==> src/rtl/ula_datapath.sv <==
// rtl/ula_datapath.sv - 4-bit operand registers, clocked ULA and 3-digit 7-segment display
//
// Purpose:
//   Two 4-bit operand registers (A, B) load from a shared operand bus. A
//   registered ULA computes an 8-bit result under a 4-bit opcode. The result
//   is shown as three decimal digits on active-low 7-segment displays.
//
// Ports:
//   clock          in   1  system clock, rising edge
//   reset          in   1  synchronous, active-high reset
//   setRegA        in   1  load enable for A
//   setRegB        in   1  load enable for B
//   operando       in   4  operand data shared by A and B
//   latch_ula      in   1  capture a new ULA result
//   ula_operation  in   4  opcode
//   result         out  8  registered ULA result
//   HEX0           out  8  units digit (active-low segments, bit0=a .. bit6=g, bit7=dp)
//   HEX1           out  8  tens digit
//   HEX2           out  8  hundreds digit
//   HEX3           out  8  unused display, always blank
//
// Optional feature:
//   LEADING_ZERO_BLANK_EN - blank leading zero digits on HEX2/HEX1.

module ula_datapath (
  input  logic       clock,
  input  logic       reset,
  input  logic       setRegA,
  input  logic       setRegB,
  input  logic [3:0] operando,
  input  logic       latch_ula,
  input  logic [3:0] ula_operation,
  output logic [7:0] result,
  output logic [7:0] HEX0,
  output logic [7:0] HEX1,
  output logic [7:0] HEX2,
  output logic [7:0] HEX3
);

  logic [3:0] a_q, a_d;
  logic [3:0] b_q, b_d;
  logic [7:0] result_q, result_d;
  logic [7:0] alu_val;

  logic [7:0] a_ext, b_ext;
  assign a_ext = {4'b0000, a_q};
  assign b_ext = {4'b0000, b_q};

  // ULA operates on register values before the edge, so a same-edge load
  // of A/B only becomes visible to the following latch.
  always_comb begin
    alu_val = 8'h00;
    case (ula_operation)
      4'd0:  alu_val = a_ext + b_ext;
      4'd1:  alu_val = a_ext - b_ext;
      4'd2:  alu_val = a_ext * b_ext;
      4'd3:  alu_val = (b_q == 4'd0) ? 8'h00 : (a_ext / b_ext);
      4'd4:  alu_val = (b_q == 4'd0) ? 8'h00 : (a_ext % b_ext);
      4'd5:  alu_val = {4'b0000, a_q & b_q};
      4'd6:  alu_val = {4'b0000, a_q | b_q};
      4'd7:  alu_val = {4'b0000, a_q ^ b_q};
      4'd8:  alu_val = {4'b0000, ~a_q};
      4'd9:  alu_val = {3'b000, a_q, 1'b0};
      4'd10: alu_val = {5'b00000, a_q[3:1]};
      4'd11: alu_val = a_ext;
      4'd12: alu_val = b_ext;
      4'd13: alu_val = (a_q == b_q) ? 8'h01 : 8'h00;
      4'd14: alu_val = (a_q >  b_q) ? 8'h01 : 8'h00;
      4'd15: alu_val = (a_q <  b_q) ? 8'h01 : 8'h00;
      default: alu_val = 8'h00;
    endcase
  end

  always_comb begin
    a_d      = a_q;
    b_d      = b_q;
    result_d = result_q;
    if (setRegA)   a_d      = operando;
    if (setRegB)   b_d      = operando;
    if (latch_ula) result_d = alu_val;
  end

  always_ff @(posedge clock) begin
    if (reset) begin
      a_q      <= 4'd0;
      b_q      <= 4'd0;
      result_q <= 8'd0;
    end else begin
      a_q      <= a_d;
      b_q      <= b_d;
      result_q <= result_d;
    end
  end

  assign result = result_q;

  // Decoder takes a full byte so any value above 9 blanks the display.
  function automatic logic [7:0] seg7(input logic [7:0] d);
    case (d)
      8'd0:    seg7 = 8'hC0;
      8'd1:    seg7 = 8'hF9;
      8'd2:    seg7 = 8'hA4;
      8'd3:    seg7 = 8'hB0;
      8'd4:    seg7 = 8'h99;
      8'd5:    seg7 = 8'h92;
      8'd6:    seg7 = 8'h82;
      8'd7:    seg7 = 8'hF8;
      8'd8:    seg7 = 8'h80;
      8'd9:    seg7 = 8'h90;
      default: seg7 = 8'hFF;
    endcase
  endfunction

  logic [7:0] units, tens, hundreds;
  assign units    = result_q % 8'd10;
  assign tens     = (result_q / 8'd10) % 8'd10;
  assign hundreds = result_q / 8'd100;

  assign HEX0 = seg7(units);
`ifdef LEADING_ZERO_BLANK_EN
  assign HEX2 = (hundreds == 8'd0) ? 8'hFF : seg7(hundreds);
  assign HEX1 = ((hundreds == 8'd0) && (tens == 8'd0)) ? 8'hFF : seg7(tens);
`else
  assign HEX2 = seg7(hundreds);
  assign HEX1 = seg7(tens);
`endif
  assign HEX3 = 8'hFF;

endmodule

==> config.mk <==
export PLATFORM = sky130hd
export DESIGN_NAME = ula_datapath
export DESIGN_NICKNAME = d
export VERILOG_FILES = /design/src/rtl/ula_datapath.sv
export SDC_FILE = /design/constraint.sdc
export NUM_CORES = 1
export LEC_CHECK = 0
export CAP_MARGIN = 25
export CELL_PAD_IN_SITES_DETAIL_PLACEMENT = 0
export CELL_PAD_IN_SITES_GLOBAL_PLACEMENT = 1
export CORE_MARGIN = 4
export CORE_UTILIZATION = 47
export CTS_CLUSTER_SIZE = 16
export DETAILED_ROUTE_END_ITERATION = 7
export GPL_ROUTABILITY_DRIVEN = 1
export PLACE_DENSITY = 0.95
export SYNTH_ARGS = -nofsm -noshare
export SYNTH_HDL_FRONTEND = slang
export SYNTH_SLANG_ARGS = --single-unit
==> constraint.sdc <==
create_clock -name clock -period 20.1 [get_ports clock]
set_clock_uncertainty 0.05 [all_clocks]
set_input_delay 4.02 -clock clock [delete_from_list [all_inputs] [get_ports clock]]
set_output_delay 4.02 -clock clock [all_outputs]
set_load 0.02 [all_outputs]
==> results.ini <==
[floorplan]
fp.dieW_um = 114
core_area_mm2 = 0.0109
die_area_mm2 = 0.0130
io_pins = 53
die_h_um = 114
rows = 38
start_util_pct = 48.3

[clock_tree]
cts.sinks = 16
cts-hold-fix-buffers = 0
clockBufferDepth = 2
postCtsSetupRepairBufs = 0
clockRootBuffer = clkbuf_8
clkTransAtPathRegs_ns = 0.06
insertion_delay_ns = 0.26
cts_tree = yes
cts_buffers = 3
h-tree-depth = 1
ctsResizeCount = 0

[synthesis]
ys_types = 95
synth_seq_area_share_pct = 6.09
synth_edf_count = 0
ys_ff_latch = 16
ys_top_cells_by_area = ha_1 (17%), dfxtp_1 (6.1%), nor2_1 (5.6%)
syn_area_per_cell_um2 = 7.23
synth_top_area_share_pct = 16.9
yosys.area.top_type = ha_1
async_flop_share_pct = 0
syn_area_mm2 = 0.00526
ys_warn_count = 0
synthFlopType = dfxtp_1
synthCells = 728

[worst_setup_path]
reg2reg_slack_ns = 9.41
critPathMostFrequentCell = ha_1
startpoint_type = flip-flop
critPathMaxStageDelay_ns = 0.59
cp_max_fo = 11
crit_slowest_cell = dfxtp_1
cp_top_family = compound AO/OA/AOI/OAI gates
worst-path-buf-inv = 1
cp-startpoint = b_q[0]
cp.arrival_ns = 10.79
r2r_cells = 39
crit_type = reg -> reg
rr_endpoint = result[3]
critical_path_required_ns = 20.21
cp-end-kind = flip-flop
r2r_start = b_q[0]

[power_and_ir_drop]
switchingPower_mw = 0.590
power_frac_seq_pct = 4.3
powerDensity_mw_per_mm2 = 185
clkPwrFrac_pct = 2.4
p_leak_nw = 2.54
combinationalPowerShare_pct = 93.3
internal-power_mw = 0.464
ir_drop_v = 0.000201
power.share.switching_pct = 56.0

[placement]
pre_cts_slack_ns = 9.52
gp_congestion = 1.01
portBuffers = 40
dpl.hpwl_um = 11800

[min_path]
hold_start = b_q[2]
holdPathEnd = b_q[2]
min_path_type = reg -> reg
holdPathStages = 2

[drt]
antenna_left = 0
drt_iter0_drc = 482
drc = 0
routed-via-count = 5483
vias_per_cell = 6.22
wirelength_um = 15000
dr.pass1.iters = 5
wl_per_cell_um = 17.0

[timing]
timing.final.ws_setup_ns = 9.41
final-max-slew-violation-count = 0
worst_pin_slew_ns = 0.962
finalSetupTns_ns = 0
setup_violations = 0
min_period_over_period_pct = 53.2
slew_headroom_pct = 35.7
hold_violations = 0
fmax_mhz = 93.6
rsz0062_at_grt = no
period_minus_slack_ns = 10.69

[global_route]
antenna_found_initial = 0
grt-ovfl-total = 0
grt_usage_pct = 22.7
first_global_vias = 5132
grt_max_degree = 30
grt_pass1_wl_um = 24900

[cells_and_area]
final_cell_mix = nor2_1 (79), ha_1 (71), inv_1 (48)
final_common_cell = nor2_1
antenna_cells = 0
drive_gt1_share_pct = 5.39
area_delta_synth_final_pct = 8.23
nets = 835
utilization_pct = 52.3

[run_status]
status = finished, final reports clean

[run]
maxCapViolCount = 0

## per-stage QoR
stage / power [mW] / instance area [um^2] / instances / hold WS, ns
after floorplan: 0.791 / 5310 / 741 / 0.531
after CTS: 1.04 / 5690 / 882 / 0.603
after global routing: 1.16 / 5690 / 882 / 0.671
after global placement: 0.986 / 5650 / 879 / 0.570
after detailed placement: 1.01 / 5650 / 879 / 0.590
final: 1.05 / 5690 / 882 / 0.610
## cells in the mapped netlist (6+ instances only)
| master | instances |
|---|---|
| buf_4 | 14 |
| inv_1 | 48 |
| or2_2 | 8 |
| buf_2 | 6 |
| a31oi_1 | 11 |
| nor3_1 | 27 |
| mux2i_1 | 20 |
| clkbuf_1 | 16 |
| o31ai_1 | 8 |
| ha_1 | 71 |
| xnor2_1 | 11 |
| and2_1 | 6 |
| nand2b_1 | 8 |
| o211ai_1 | 6 |
| o21a_1 | 10 |
| nor2b_1 | 12 |
| and3_1 | 8 |
| or3_1 | 8 |
| nor4_1 | 6 |
| nand3_1 | 20 |
| a21o_1 | 20 |
| o21ai_0 | 45 |
| mux2_2 | 9 |
| xor2_1 | 10 |
| a211oi_1 | 9 |
| nor2_1 | 79 |
| dfxtp_1 | 16 |
| nand2_1 | 46 |
| fa_1 | 7 |
| o221ai_1 | 6 |
| a21oi_1 | 44 |
## worst max path at each step
stage / cells after the start / endpoint / slack (ns)
after floorplan: 39 / result[3] / 10.90
after global placement: 39 / result[3] / 10.04
after detailed placement: 39 / result[3] / 9.52
after CTS: 39 / result[3] / 9.48
after global routing: 39 / result[3] / 8.57
final: 39 / result[3] / 9.41
## layout make-up
type	instances	area, um^2
sequential	16	320
tap	140	175
timing repair buffer	40	400
clock buffer	3	41.3
multi-input combinational	633	4570
fill	1099	5190
inverter	50	188
## worst reg2reg max path, delay by kind of cell, from the launching register on
kind | cells | cell delay, ns
adder cells (fa/ha/maj) | 6 | 2.10
multiplexers | 3 | 1.08
AO/OA/AOI/OAI | 16 | 4.16
buffers and inverters | 1 | 0.28
flip-flops | 1 | 0.59
AND/OR/NAND/NOR | 13 | 2.33
## flip-flops by register name (all words and copies together), names as in the netlist
| name | count |
|---|---|
| a_q | 4 |
| b_q | 4 |
| result | 8 |
## power groups by stage
| stage | registers, mW | logic, mW | clock network, mW |
|---|---|---|---|
| 2_1_floorplan | 0.0417 | 0.749 | 0 |
| 3_3_place_gp | 0.0460 | 0.940 | 0 |
| 3_5_place_dp | 0.0464 | 0.961 | 0 |
| 4_1_cts | 0.0457 | 0.968 | 0.0250 |
| 5_1_grt | 0.0469 | 1.09 | 0.0264 |
| 6_report | 0.0458 | 0.983 | 0.0253 |
## metal layers
metal / GRT usage, % / wire (um) / vias up
met2: 37.1 / 6750 / 152
met5: 0 / 0 / -
met1: 32.5 / 7190 / 2606
li1: - / - / 2703
met3: 1.54 / 781 / 22
met4: 5.86 / 267 / 0
## cells by family (layout without fill, tap and decap cells)
| kind of cell | Yosys count | count (layout) | synth area share, % |
|---|---|---|---|
| AND/OR/NAND/NOR | 260 | 260 | 25.6 |
| AO/OA/AOI/OAI | 226 | 226 | 30.4 |
| buffers and inverters | 92 | 93 | 7.99 |
| adder cells (fa/ha/maj) | 79 | 79 | 19.7 |
| multiplexers | 31 | 31 | 6.23 |
| XOR/XNOR | 22 | 22 | 3.80 |
| flip-flops | 16 | 16 | 6.09 |
| other | 2 | 15 | 0.143 |
(Power assumes the default switching activity.)
==> RTL change 1: new RTL, config.mk and constraints unchanged <==
`a_q` no longer has a reset.
--- a/src/rtl/ula_datapath.sv
+++ b/src/rtl/ula_datapath.sv
@@ -82,14 +82,16 @@
 
   always_ff @(posedge clock) begin
     if (reset) begin
-      a_q      <= 4'd0;
       b_q      <= 4'd0;
       result_q <= 8'd0;
     end else begin
-      a_q      <= a_d;
       b_q      <= b_d;
       result_q <= result_d;
     end
+  end
+
+  always_ff @(posedge clock) begin
+    a_q <= a_d;
   end
 
   assign result = result_q;
Formal check against the unedited RTL: not equivalent (Yosys sat finds a counterexample within 4 cycles, from zero or initial values and one cycle with reset high).
==> RTL change 1 against the unedited design <==
Routed wire length decreased by 9.5%. Non-clock buffer count unchanged. Total power decreased by 28%. Largest cell class unchanged. Area after synthesis decreased by 6.9%. First-iteration DRC count decreased by 6.2%. Final area decreased by 6.0%. Largest power group unchanged. Worst setup slack got worse by 0.23 ns. Sequential cell count unchanged.
==> RTL change 1: results (changes against the unedited design) <==
* Status: finished, final reports clean
* Total track usage at 22.2% (-0.49 points)
* Nets@finish at 790 (-5.4%)
* Port bufs at 40 (unchanged)
* Peak VDD IR at 199 uV (-1.1%)
* Leading post-synthesis cells by cell area: ha_1 (18%), a21oi_1 (5.7%), nor2_1 (5.7%)
* Crit path largest cell delay at 0.63 ns (+0.04 ns)
* Dpl ws at 9.40 ns (-0.121 ns)
* Slew Viols, Final at 0 (unchanged)
* Clk pwr share at 3.4% (+1.0 points)
* Leak Pwr at 2.26 nW (-11%)
* DRT Wirelength at 13600 um (-9.5%)
* Worst Tran Pin Value at 1.06 ns (+0.0934 ns)
* Critical path arrival at 11.04 ns (+0.25 ns)
* DR iter-0 viols at 452 (-6.2%)
* Largest net degree at the start of global routing at 21 (-30%)
* Synthesis warning total at 0 (unchanged)
* Switch Pwr at 0.408 mW (-31%)
* GP Congestion at 0.912 (-10%)
* P_comb at 0.684 mW (-30%)
* Unique masters post-synth at 89 (-6.3%)
* Register area share after synthesis at 7.35% (+1.3 points)
* HPWL Detailed at 10600 um (-10%)
* Vias post-DR at 5038 (-8.1%)
* Number of synthesized flops with an enable pin at 4 (+4)
* First-pass GRT wire length at 22300 um (-11%)
* Vias in the first global route at 4621 (-10%)
* Synth top cells by count: nor2_1 (74), ha_1 (71), a21oi_1 (56)
[RTL change 1: worst paths after layout]
kind	from	end	slack, ns	cells after the start
worst max-delay path	b_q[0]$_SDFFE_PP0P_	result[1]$_SDFFE_PP0P_	9.19	43
worst min-delay path	result[4]$_SDFFE_PP0P_	result[4]$_SDFFE_PP0P_	0.62	2
worst max register to register	b_q[0]$_SDFFE_PP0P_	result[1]$_SDFFE_PP0P_	9.19	43
worst min register to register	result[4]$_SDFFE_PP0P_	result[4]$_SDFFE_PP0P_	0.62	2
[RTL change 1: logic make-up (layout without fill, tap and decap cells)]
| kind of cell | after synthesis | after routing | share of synthesized area, % |
|---|---|---|---|
| and+or+nand+nor | 231 | 231 | 23.2 |
| AOI/OAI and AO/OA | 212 | 212 | 29.8 |
| buffers and inverters | 90 | 94 | 8.12 |
| adders and majority gates | 78 | 78 | 21.0 |
| muxes | 30 | 30 | 6.46 |
| xor gates and xnor gates | 22 | 22 | 3.93 |
| DFF | 16 | 16 | 7.35 |
| other | 2 | 15 | 0.153 |
[RTL change 1: through the flow]
stage	instance area, sq um	cells	total power, mW	hold WS (ns)
floorplan	4950	694	0.578	0.566
global placement	5310	830	0.697	0.594
detailed placement	5310	830	0.718	0.595
CTS	5350	834	0.749	0.616
global route	5350	834	0.829	0.671
finish	5350	834	0.755	0.618
[RTL change 1: layout make-up]
class / count / area, sq um
clock buffer: 4 / 45.0
inverter: 50 / 188
sequential: 16 / 360
fill: 1068 / 4880
timing repair buffer: 40 / 400
tap: 136 / 170
multi-input combinational: 588 / 4190
[RTL change 1: metal layers]
metal,vias to the layer above,global-route usage [%],wire length (um)
met5,-,0,0
met4,0,5.01,181
met3,12,1.86,885
met2,172,37.4,6320
met1,2363,30.9,6180
li1,2491,-,-
==> RTL change 2: new RTL, same settings <==
Without the edit above. The option `LEADING_ZERO_BLANK_EN` is turned on by a define.
--- a/src/rtl/ula_datapath.sv
+++ b/src/rtl/ula_datapath.sv
@@ -21,6 +21,8 @@
 //
 // Optional feature:
 //   LEADING_ZERO_BLANK_EN - blank leading zero digits on HEX2/HEX1.
+
+`define LEADING_ZERO_BLANK_EN
 
 module ula_datapath (
   input  logic       clock,
Formal check against the unedited RTL: not equivalent (Yosys sat finds a counterexample within 4 cycles, from zero or initial values and one cycle with reset high).
==> RTL change 2 against the unedited design <==
Hold slack barely moved. Routed wire length fell by 4.7%. Utilization rose by 0.067 points. Sequential cell count did not move. Highest routed layer unchanged. Final area fell by 4.6%. Sequential share of layout area rose by 0.27 points. Total power fell by 24%. Worst setup slack got worse by 0.21 ns. Area after synthesis fell by 4.4%.
==> RTL change 2: results (changes against the unedited design) <==
* Status: finished, final reports clean
* Synth top cells by count: nor2_1 (73), ha_1 (69), nand2_1 (53)
* Nets@finish at 807 (-3.4%)
* Avg WL per Cell at 16.8 um (-1.3%)
* Vias in the first global route at 4932 (-3.9%)
* Register area share after synthesis at 6.37% (+0.28 points)
* GP Congestion at 0.977 (-3.6%)
* Rel. slew slack at 34.8% (-0.89 points)
* DR iter-0 viols at 525 (+8.9%)
* Leading post-synthesis cells by cell area: ha_1 (17%), dfxtp_1 (6.4%), nor2_1 (5.5%)
* Power Clock at 0.0243 mW (-4%)
* Avg Synthesized Cell Area at 7.08 sq um (-2.0%)
* FILL cells at 1011 (-8.0%)
* DRT Wirelength at 14300 um (-4.7%)
* P_comb at 0.734 mW (-25%)
* Peak VDD IR at 158 uV (-22%)
* Leak Pwr at 2.33 nW (-8.1%)
* Switch Pwr at 0.454 mW (-23%)
* DR pass1 iterations at 6 (+1)
* Crit path largest cell delay at 0.67 ns (+0.08 ns)
* HPWL Detailed at 11000 um (-6.3%)
* Vias post-DR at 5365 (-2.2%)
* Internal power at 0.351 mW (-24%)
* Hold_ws at 0.610 ns (+0.000307 ns)
* Reg2reg setup slack at 9.20 ns (-0.21 ns)
* Total track usage at 22.0% (-0.73 points)
RTL change 2: metal layers:
metal  wire length (um)  part of all wire, %  up-vias  GRT usage (%)
li1                   -                    -     2606              -
met1               6320                   44     2476           29.5
met2               6410                   45      238           35.9
met3               1160                  8.1       45           4.24
met4                390                  2.7        0           6.49
met5                  0                    0        -              0
RTL change 2: final timing paths:
path	from	end	cells past startpoint
worst max-delay path	b_q[0]$_SDFFE_PP0P_	result[1]$_SDFFE_PP0P_	44
worst min-delay path	b_q[2]$_SDFFE_PP0P_	b_q[2]$_SDFFE_PP0P_	2
worst max register to register	b_q[0]$_SDFFE_PP0P_	result[1]$_SDFFE_PP0P_	44
worst min register to register	b_q[2]$_SDFFE_PP0P_	b_q[2]$_SDFFE_PP0P_	2
RTL change 2: cells by family after synthesis:
kind of cell,after synthesis,share of synthesized area (%)
adders and majority gates,79,20.6
and+or+nand+nor,247,24.5
AOI/OAI and AO/OA,222,29.8
buffers and inverters,89,8.04
muxes,33,6.74
xor gates and xnor gates,22,3.83
other,2,0.149
DFF,16,6.37
RTL change 2: metrics by stage:
step                      area (sq um)  worst slack [ns]
after floorplan                   5080             10.72
after CTS                         5430              9.29
after detailed placement          5390              9.32
final                             5430              9.20
after global placement            5390              9.81
after global routing              5430              8.21
RTL change 2: worst register-to-register path: cells and delay by family (launching register included):
family | cells | cell delay (ns)
adder cells (fa/ha/maj) | 6 | 2.01
AND/OR/NAND/NOR | 13 | 2.40
AO/OA/AOI/OAI | 18 | 3.72
buffers and inverters | 2 | 0.44
flip-flops | 1 | 0.67
multiplexers | 5 | 1.51
RTL change 2: final cells by class:
type,count,share of cell area [%]
clock buffer,3,0.760
inverter,39,2.70
multi-input combinational,618,80.1
sequential,16,5.90
tap,136,3.13
timing repair buffer,40,7.37
